===== config.mk =====
export PLATFORM = sky130hd
export DESIGN_NAME = captura_numero
export DESIGN_NICKNAME = d
export VERILOG_FILES = /design/src/rtl/captura_numero_pkg.sv /design/src/rtl/captura_numero_acumulador_celula.sv /design/src/rtl/captura_numero.sv
export SDC_FILE = /design/constraint.sdc
export NUM_CORES = 2
export LEC_CHECK = 0
export ABC_AREA = 1
export BUFFER_PORTS_ARGS = -buffer_cell sky130_fd_sc_hd__buf_2
export CAP_MARGIN = 20
export CORE_ASPECT_RATIO = 1.25
export CORE_MARGIN = 2
export CORE_UTILIZATION = 40
export DETAILED_ROUTE_END_ITERATION = 7
export HOLD_SLACK_MARGIN = 0.05
export PLACE_DENSITY_LB_ADDON = 0.2
export SLEW_MARGIN = 20
export SYNTH_ARGS = -nofsm -noshare
export SYNTH_HDL_FRONTEND = slang
export SYNTH_SLANG_ARGS = --single-unit
export TNS_END_PERCENT = 30

===== constraint.sdc =====
create_clock -name clk -period 4.4 [get_ports clk]
set_input_delay 0.22 -clock clk [delete_from_list [all_inputs] [get_ports clk]]
set_output_delay 0.22 -clock clk [all_outputs]
set_load 0.03 [all_outputs]

===== src/rtl/captura_numero_pkg.sv =====
// Shared definitions for the digit-capture block and the per-digit difference blocks.
package captura_numero_pkg;

  localparam int unsigned GRID    = 11;
  localparam int unsigned PIX_W   = 8;
  localparam int unsigned COORD_W = 10;
  localparam int unsigned IDX_W   = 4;

  typedef enum logic [1:0] {
    IDLE,
    WAIT_FRAME,
    CAPTURE
  } estado_t;

endpackage


===== src/rtl/captura_numero_acumulador_celula.sv =====
// One column accumulator: sums cell luma along a cell row and yields the truncating cell average.
module acumulador_celula
  import captura_numero_pkg::*;
#(
  parameter int unsigned LOG2_CELL = 2
) (
  input  logic             clk,
  input  logic             reset,
  input  logic             clear,
  input  logic             add,
  input  logic             close,
  input  logic [PIX_W-1:0] luma,
  output logic [PIX_W-1:0] media_c
);

  localparam int unsigned ACC_W = PIX_W + 2 * LOG2_CELL;

  logic [ACC_W-1:0] acc;
  logic [ACC_W-1:0] base_c;
  logic [ACC_W-1:0] sum_c;

  // A clear coinciding with an add makes this pixel the first of the new frame.
  always_comb begin
    base_c  = clear ? '0 : acc;
    sum_c   = base_c + ACC_W'(luma);
    media_c = PIX_W'(sum_c >> (2 * LOG2_CELL));
  end

  always_ff @(posedge clk) begin
    if (reset) begin
      acc <= '0;
    end else if (add) begin
      acc <= close ? '0 : sum_c;
    end else if (clear) begin
      acc <= '0;
    end
  end

endmodule


===== src/rtl/captura_numero.sv =====
// Captures an 11x11 cell-averaged luma image of a screen window into numero, once per start.
module captura_numero
  import captura_numero_pkg::*;
#(
  parameter int unsigned X0        = 0,
  parameter int unsigned Y0        = 0,
  parameter int unsigned LOG2_CELL = 2
) (
  input  logic                                   clk,
  input  logic                                   reset,
  input  logic                                   start,
  input  logic                                   frame_start,
  input  logic                                   pix_valid,
  input  logic [COORD_W-1:0]                     pix_x,
  input  logic [COORD_W-1:0]                     pix_y,
  input  logic [PIX_W-1:0]                       pix_luma,
  output logic [GRID-1:0][GRID-1:0][PIX_W-1:0]   numero,
  output logic                                   numero_valid,
  output logic                                   busy
);

  localparam int unsigned CELL = 1 << LOG2_CELL;
  localparam int unsigned WIN  = GRID * CELL;

  estado_t                             state;
  logic [GRID-1:0][GRID-1:0][PIX_W-1:0] shadow;
  logic [GRID-1:0][PIX_W-1:0]          media_c;
  logic [GRID-1:0]                     add_c;
  logic [COORD_W-1:0]                  dx_c;
  logic [COORD_W-1:0]                  dy_c;
  logic [IDX_W-1:0]                    col_c;
  logic [IDX_W-1:0]                    row_c;
  logic                                in_win_c;
  logic                                capturing_c;
  logic                                clear_c;
  logic                                accept_c;
  logic                                corner_c;
  logic                                last_c;

  // Window decode; the frame_start cycle out of WAIT_FRAME already accepts its pixel.
  always_comb begin
    dx_c        = pix_x - COORD_W'(X0);
    dy_c        = pix_y - COORD_W'(Y0);
    in_win_c    = (pix_x >= COORD_W'(X0)) && (dx_c < COORD_W'(WIN)) &&
                  (pix_y >= COORD_W'(Y0)) && (dy_c < COORD_W'(WIN));
    capturing_c = (state == CAPTURE) || ((state == WAIT_FRAME) && frame_start);
    clear_c     = frame_start && (state != IDLE);
    accept_c    = capturing_c && pix_valid && in_win_c;
    corner_c    = ((dx_c & COORD_W'(CELL - 1)) == COORD_W'(CELL - 1)) &&
                  ((dy_c & COORD_W'(CELL - 1)) == COORD_W'(CELL - 1));
    col_c       = IDX_W'(dx_c >> LOG2_CELL);
    row_c       = IDX_W'(dy_c >> LOG2_CELL);
    last_c      = accept_c && corner_c &&
                  (col_c == IDX_W'(GRID - 1)) && (row_c == IDX_W'(GRID - 1));
    add_c       = '0;
    if (accept_c) add_c[col_c] = 1'b1;
  end

  for (genvar c = 0; c < GRID; c++) begin : g_col
    acumulador_celula #(
      .LOG2_CELL (LOG2_CELL)
    ) u_acc (
      .clk     (clk),
      .reset   (reset),
      .clear   (clear_c),
      .add     (add_c[c]),
      .close   (corner_c),
      .luma    (pix_luma),
      .media_c (media_c[c])
    );
  end

  // numero takes the shadow plus the just-finished last cell in one step, so it is never partial.
  always_ff @(posedge clk) begin
    if (reset) begin
      state        <= IDLE;
      busy         <= 1'b0;
      numero_valid <= 1'b0;
      numero       <= '0;
      shadow       <= '0;
    end else begin
      numero_valid <= 1'b0;
      if (accept_c && corner_c) shadow[row_c][col_c] <= media_c[col_c];
      case (state)
        IDLE: begin
          if (start) begin
            state <= WAIT_FRAME;
            busy  <= 1'b1;
          end
        end
        WAIT_FRAME: begin
          if (frame_start) state <= CAPTURE;
        end
        CAPTURE: begin
          if (last_c) begin
            state                    <= IDLE;
            busy                     <= 1'b0;
            numero                   <= shadow;
            numero[GRID-1][GRID-1]   <= media_c[GRID-1];
            numero_valid             <= 1'b1;
          end
        end
        default: begin
          state <= IDLE;
          busy  <= 1'b0;
        end
      endcase
    end
  end

endmodule


Word level (Yosys, flattened, before mapping) --
Cells that the tools add are included.
Operators by class: $add $sub $neg 11, magnitude comparators 8, equal/unequal tests 9, muxes and demuxes 51, bitwise logic cells 2, reductions and logical operators 20
Operator list (number):
- 968-bit bitwise mux | 1
- 12-bit two-way mux | 33
- 88-bit demux with 4-bit select | 1
- 12-bit by 8-bit adder with 12-bit output | 11
- 88-bit two-way mux | 1
- 8-bit binary-select mux with 4-bit select | 1
- 8-bit demux with 4-bit select | 1
- 10-bit by 1-bit greater-or-equal comparator with 1-bit output, second input constant | 2
- 10-bit by 6-bit < comparator with 1-bit output, second input constant | 2
- 8-bit two-way mux | 2
- 1-bit logical AND | 13
- 11-bit two-way mux | 1
- 4-bit by 5-bit < comparator with 1-bit output, second input constant | 2
- 4-bit equality test, second input constant | 2
- 4-bit by 1-bit greater-or-equal comparator with 1-bit output, second input constant | 2
- 2-bit equality test, second input constant | 3
- 2-bit two-way mux | 3
- 2-bit inequality test, second input constant | 3
- 2-bit case mux with 3 select lines | 1
- 3-bit AND reduction | 2
- 1-bit demux with 4-bit select | 1
- 1-bit two-way mux | 4
- 1-bit case mux with 3 select lines | 1
- 2-bit by 1-bit equality test with 1-bit output, second input constant | 1
- 6 further kinds | 7
Word-level totals: register bits after elaboration 2072, input bits 33, output and inout bits 970, logic and storage cells 357

Depth between registers and ports, before layout --
depth after elaboration 10, depth in mapped cells 25, mapped depth without buffers 20

Hierarchy --
Synthesis repeated with hierarchy kept, for this count alone.
Second synthesis, totals: cells, all modules 12530, area, all modules 87152.3 um^2
Modules (own cells, without submodules):
- captura_numero | instances 1, cells each 10546, area an instance 75120.8 um^2, seq. area each 38677.1 um^2
- acumulador_celula (g_col[0].u_acc ...) | instances 9, cells each 180, area an instance 1088.5 um^2, seq. area each 240.2 um^2
- acumulador_celula (g_col[1].u_acc) | instances 1, cells each 182, area an instance 1149.9 um^2, seq. area each 240.2 um^2
- acumulador_celula (g_col[9].u_acc) | instances 1, cells each 182, area an instance 1084.8 um^2, seq. area each 240.2 um^2

Worst setup path after synthesis --
OpenSTA, ideal clock, no wires.
kind reg-to-reg, start reg state[1], end reg shadow[170] (netlist bit), setup time 0.133 ns, arrival time 3.639 ns, required time 4.267 ns, slack 0.628 ns, cell stages (with the launch flop) 24, buffers on the path 5, clock period less this slack 3.772 ns, cell sequence dfxtp_1 > nor2_1 > inv_1 > nand2_1 > inv_2 > clkbuf_1 > clkbuf_1 > buf_1 > nor2_1 > ha_1 > fa_1 > nand3_1 > nand2_1 > a21oi_1 > inv_1 > or2_2 > nand3_1 > o21ai_0 > nor2_1 > nand3_1 > nor2_1 > buf_2 > buf_2 > a21oi_1
Between the ends: longest elaborated chain between the ends 7, elaborated cells on any way between the ends 34, those cells by class 11 x add/sub; 2 x eq/ne; 14 x mux; 7 x reduce/logical
Ends and longest elaborated chain:
- start, declared | line captura_numero.sv:25 | estado_t state;
- start signal, assigned | line captura_numero.sv:76 | state <= IDLE;
- start signal, assigned | line captura_numero.sv:87 | state <= WAIT_FRAME;
- start signal, assigned | line captura_numero.sv:92 | if (frame_start) state <= CAPTURE;
- 2-bit nonzero test | line captura_numero.sv:47 | clear_c = frame_start && (state != IDLE);
- 1-bit logical AND | line captura_numero.sv:47
- 12-bit two-way mux (on tied branches)
- 12-bit by 8-bit adder with 12-bit output | line captura_numero_acumulador_celula.sv:25 | sum_c = base_c + ACC_W'(luma);
- 8-bit binary-select mux with 4-bit select | line captura_numero.sv:83 | if (accept_c && corner_c) shadow[row_c][col_c] <= media_c[col_c];
- 8-bit two-way mux (not written as such) | line captura_numero.sv:83
- 968-bit bitwise mux | line captura_numero.sv:83
- end signal, assigned by index | line captura_numero.sv:83
- end, declared | line captura_numero.sv:26 | logic [GRID-1:0][GRID-1:0][PIX_W-1:0] shadow;
Parallel ways exist; a longest one is shown, timed or not. The select of a mux whose other input is x is not followed. A chain may end at the register's enable or synchronous reset.

Worst setup path after layout --
start reg state[1], end reg shadow[526] (netlist bit)
The elaborated chain is that of the path after synthesis.

==> flow_metrics.py <==
metrics = {
    "critical_path": {
        "cell_depth_of_the_worst_flop_to_flop_path": 20,
        "kind_of_critical_path": "reg -> reg",
        "critPathCaptureType": "register",
        "crit_path_start_kind": "register",
        "reg2reg_slack_ps": 370,
        "crit_path_start": "state[1]",
        "critical_path_arrival_ps": 4720,
        "crit_fanout": 64,
        "critPathRequiredTime_ps": 5080,
        "timing.rr.start": "state[1]",
        "worst_r2r_end": "shadow[526]",
        "crit_end": "shadow[526]",
    },
    "logic_synthesis": {
        "synth.largest_area_cell": "sky130_fd_sc_hd__dfxtp_1",
        "synth_fp_nets": 10800,
        "synth_enable_flop_cells": 0,
        "synthCells": 10600,
        "ys_async_sr_fraction": 0,
        "synth_area_um2": 80900,
        "netlist_top_cells_area": "sky130_fd_sc_hd__dfxtp_1 51%, sky130_fd_sc_hd__a21oi_1 8.4%, sky130_fd_sc_hd__o21ai_0 8.3%",
        "post-synth-top-area-fraction": 0.511,
        "avgSynthCellArea_um2": 7.62,
        "synth_sequential_area_ratio": 0.511,
        "synth.distinct_cells": 44,
        "synth_flop_cell": "sky130_fd_sc_hd__dfxtp_1",
        "synth-seq-cells": 2064,
        "ys.warnings.count": 0,
    },
    "clock_tree": {
        "clock_tree.buffer_depth": 3,
        "hold_fix_buffers_at_cts": 8,
        "clk_transition_reported_paths_ps": 70,
        "cts_tree": "done",
        "cts.repair.resized": 0,
        "cts.sink_count": 2064,
        "htree_levels": 4,
        "tritoncts.num_buffers": 202,
        "ctsRootBufferMaster": "sky130_fd_sc_hd__clkbuf_16",
        "worst_skew_pair.late_latency_ps": 870,
        "setup_bufs_post_cts": 0,
    },
    "routing": {
        "postRouteWirelength_um": 316000,
        "via_count": 75200,
        "dr.pass1.iters": 6,
        "antenna_left": 0,
        "drtIter0Drc": 7558,
        "wire_per_inst_um": 22.3,
        "drc_errors": 0,
        "via_to_cell_ratio": 5.31,
    },
    "sta": {
        "fmax_ghz": 0.248,
        "number_of_hold_violations_in_the_final_report": 0,
        "timing.max_slew.rel_slack": 0.244,
        "worst_clock_skew_ps": 73.2,
        "rsz0062_at_grt": "false",
        "portion_of_the_clock_cycle_consumed_by_the_worst_path_in_the_final_layout": 0.917,
        "fin_setup_tns_ps": 0,
        "fin_crit_ps": 4030,
        "worst-slew-pin-transition_ps": 1130,
        "setup_viol": 0,
        "setup_slack_ps": 365,
        "final_max_slew_viol_count": 0,
    },
    "floorplanning": {
        "coreArea_um2": 201000,
        "die_area_um2": 206000,
        "die_w_um": 406,
        "floorplan.initialDensity": 0.403,
        "io_pins": 1003,
        "die_height_um": 507,
        "row_count": 184,
    },
    "final_layout": {
        "stdcell_area_um2": 95300,
        "seq_area_um2": 41300,
        "flow.area_growth_from_synthesis_pct": 17.8,
        "multi_input_area_um2": 31700,
        "nets": 11400,
        "num-fill-cells": 20000,
        "post_route_cells_drive_above_1_share": 0.145,
    },
    "global_route": {
        "grt_pass1_vias": 69400,
        "grt_max_degree": 307,
        "antenna_found_initial": 33,
        "grt_first_pass_wirelength_um": 455000,
        "global_route.overflow_total": 0,
        "combined_global_route_utilization_of_all_metal_layers": 0.293,
    },
    "power": {
        "leakagePower_nw": 45.0,
        "power_per_cell_area_nw_per_um2": 395,
        "ir_drop_v": 0.000397,
        "power_after_layout_mw": 37.6,
    },
    "hold_path": {
        "holdCritPathClass": "in -> reg",
    },
    "status": {
        "run_status": "finished, final reports clean",
    },
    "place": {
        "dpl_worst_slack_ps": 175,
        "post_dp_cell_area_um2": 88400,
        "place.port_buffers": 1002,
        "detailed_place_hpwl_um": 209000,
        "place.gp.congestion": 0.902,
    },
    "job": {
        "timing.max_cap.violations": 0,
    },
}
-- how the worst min path moves through the flow --
stage / from / endpoint / slack (ps) / cells past startpoint
floorplan: frame_start / state[0] / 340 / 1
global placement: shadow[249] / numero[249] / 440 / 2
detailed placement: shadow[245] / numero[245] / 440 / 2
CTS: pix_x[5] / shadow[949] / 70 / 7
global route: pix_luma[0] / g_col[0].u_acc.acc[0] / 150 / 4
finish: pix_x[5] / shadow[949] / 160 / 7
-- through the flow --
step / cells / utilization / hold WS [ps]
detailed placement: 13800 / 0.440 / 442
global placement: 13800 / 0.440 / 435
CTS: 14200 / 0.474 / 71.8
global route: 14200 / 0.474 / 151
floorplan: 10600 / - / 337
finish: 14200 / 0.474 / 160
-- worst max-delay path, stage by stage, from the launching register on --
cell                      delay [ps]
sky130_fd_sc_hd__dfxtp_1         380
sky130_fd_sc_hd__nor2_1           90
sky130_fd_sc_hd__inv_1            80
sky130_fd_sc_hd__nand2_1          80
sky130_fd_sc_hd__inv_2           110
sky130_fd_sc_hd__buf_12          250
sky130_fd_sc_hd__buf_4           290
sky130_fd_sc_hd__nor2_1          100
sky130_fd_sc_hd__ha_1            360
sky130_fd_sc_hd__nand2_1          70
sky130_fd_sc_hd__inv_1            80
sky130_fd_sc_hd__nand3_1          70
sky130_fd_sc_hd__o21ai_0         460
sky130_fd_sc_hd__nand3_1         180
sky130_fd_sc_hd__nand3_1         140
sky130_fd_sc_hd__nand3_1          80
sky130_fd_sc_hd__nand2_1         110
sky130_fd_sc_hd__nand3_1         130
sky130_fd_sc_hd__nor2_4          170
sky130_fd_sc_hd__buf_12          380
sky130_fd_sc_hd__a21oi_1         140
-- cell families (layout without fill, tap and decap cells) --
kind of cell,after synthesis,in the layout,share of synthesized area
compound gates,3019,3019,0.189
xor+xnor,82,82,0.00887
fa+ha+maj,99,99,0.0163
buf+inv,2042,2887,0.100
flops,2064,2064,0.511
other cells,0,11,0
simple gates,3320,3320,0.175
-- registers in the layout, indices dropped and copies added, names as in the netlist --
signal	cells
shadow	960
numero_valid	1
state	2
busy	1
g_col.u_acc.acc	132
numero	968
-- layer usage --
metal	vias up	wire [µm]	track usage
met4	16	14700	0.131
met3	590	26000	0.0576
met5	-	92	0
met2	3160	138000	0.450
li1	35700	-	-
met1	35800	137000	0.396
-- where the power goes --
group / internal [mW] / switching [mW] / total [mW] / leakage (nW)
clock: 9.97 / 7.81 / 17.8 / 3.34
combinational: 0.224 / 0.925 / 1.15 / 25.0
sequential: 18.7 / 0.00242 / 18.7 / 16.6
total: 28.9 / 8.74 / 37.6 / 45.0
-- cell usage after synthesis (70+ instances only) --
master,instances
sky130_fd_sc_hd__nand4_1,246
sky130_fd_sc_hd__dfxtp_1,2064
sky130_fd_sc_hd__nand3_1,238
sky130_fd_sc_hd__buf_2,231
sky130_fd_sc_hd__a21oi_1,1362
sky130_fd_sc_hd__nor2_1,1708
sky130_fd_sc_hd__ha_1,88
sky130_fd_sc_hd__inv_1,1319
sky130_fd_sc_hd__clkbuf_1,361
sky130_fd_sc_hd__xor2_1,70
sky130_fd_sc_hd__o21ai_0,1337
sky130_fd_sc_hd__o21ai_1,248
sky130_fd_sc_hd__nor2_4,79
sky130_fd_sc_hd__nand2_1,974
-- area by class of cell --
class / instances / share of cell area
Antenna cell: 11 / 0.000289
Clock buffer: 307 / 0.0624
Clock inverter: 63 / 0.00875
Inverter: 1359 / 0.0537
Multi-Input combinational cell: 6520 / 0.332
Sequential cell: 2064 / 0.433
Tap cell: 2697 / 0.0354
Timing Repair Buffer: 1158 / 0.0737
-- layout by cell type (no fill, tap or decap), drive strengths merged --
cell,count
ha,88
o211ai,3
or2,6
dfxtp,2064
clkbuf,307
o21ai,1585
bufinv,10
nand3,238
inv,1363
or4,1
buf,1150
a32oi,8
o2111ai,1
o21bai,16
a21oi,1362
o22ai,3
xnor2,12
and2,1
a22o,1
nor3,15
fa,11
a31oi,2
o21a,2
clkinv,47
dlygate4sd3,8
nand3b,2
a22oi,24
diode,11
a2111oi,1
a21boi,3
nor4,1
clkinvlp,2
a21o,8
nor2,1834
xor2,70
nand2,975
nand4,247
Power figures use the tool's default switching activity.
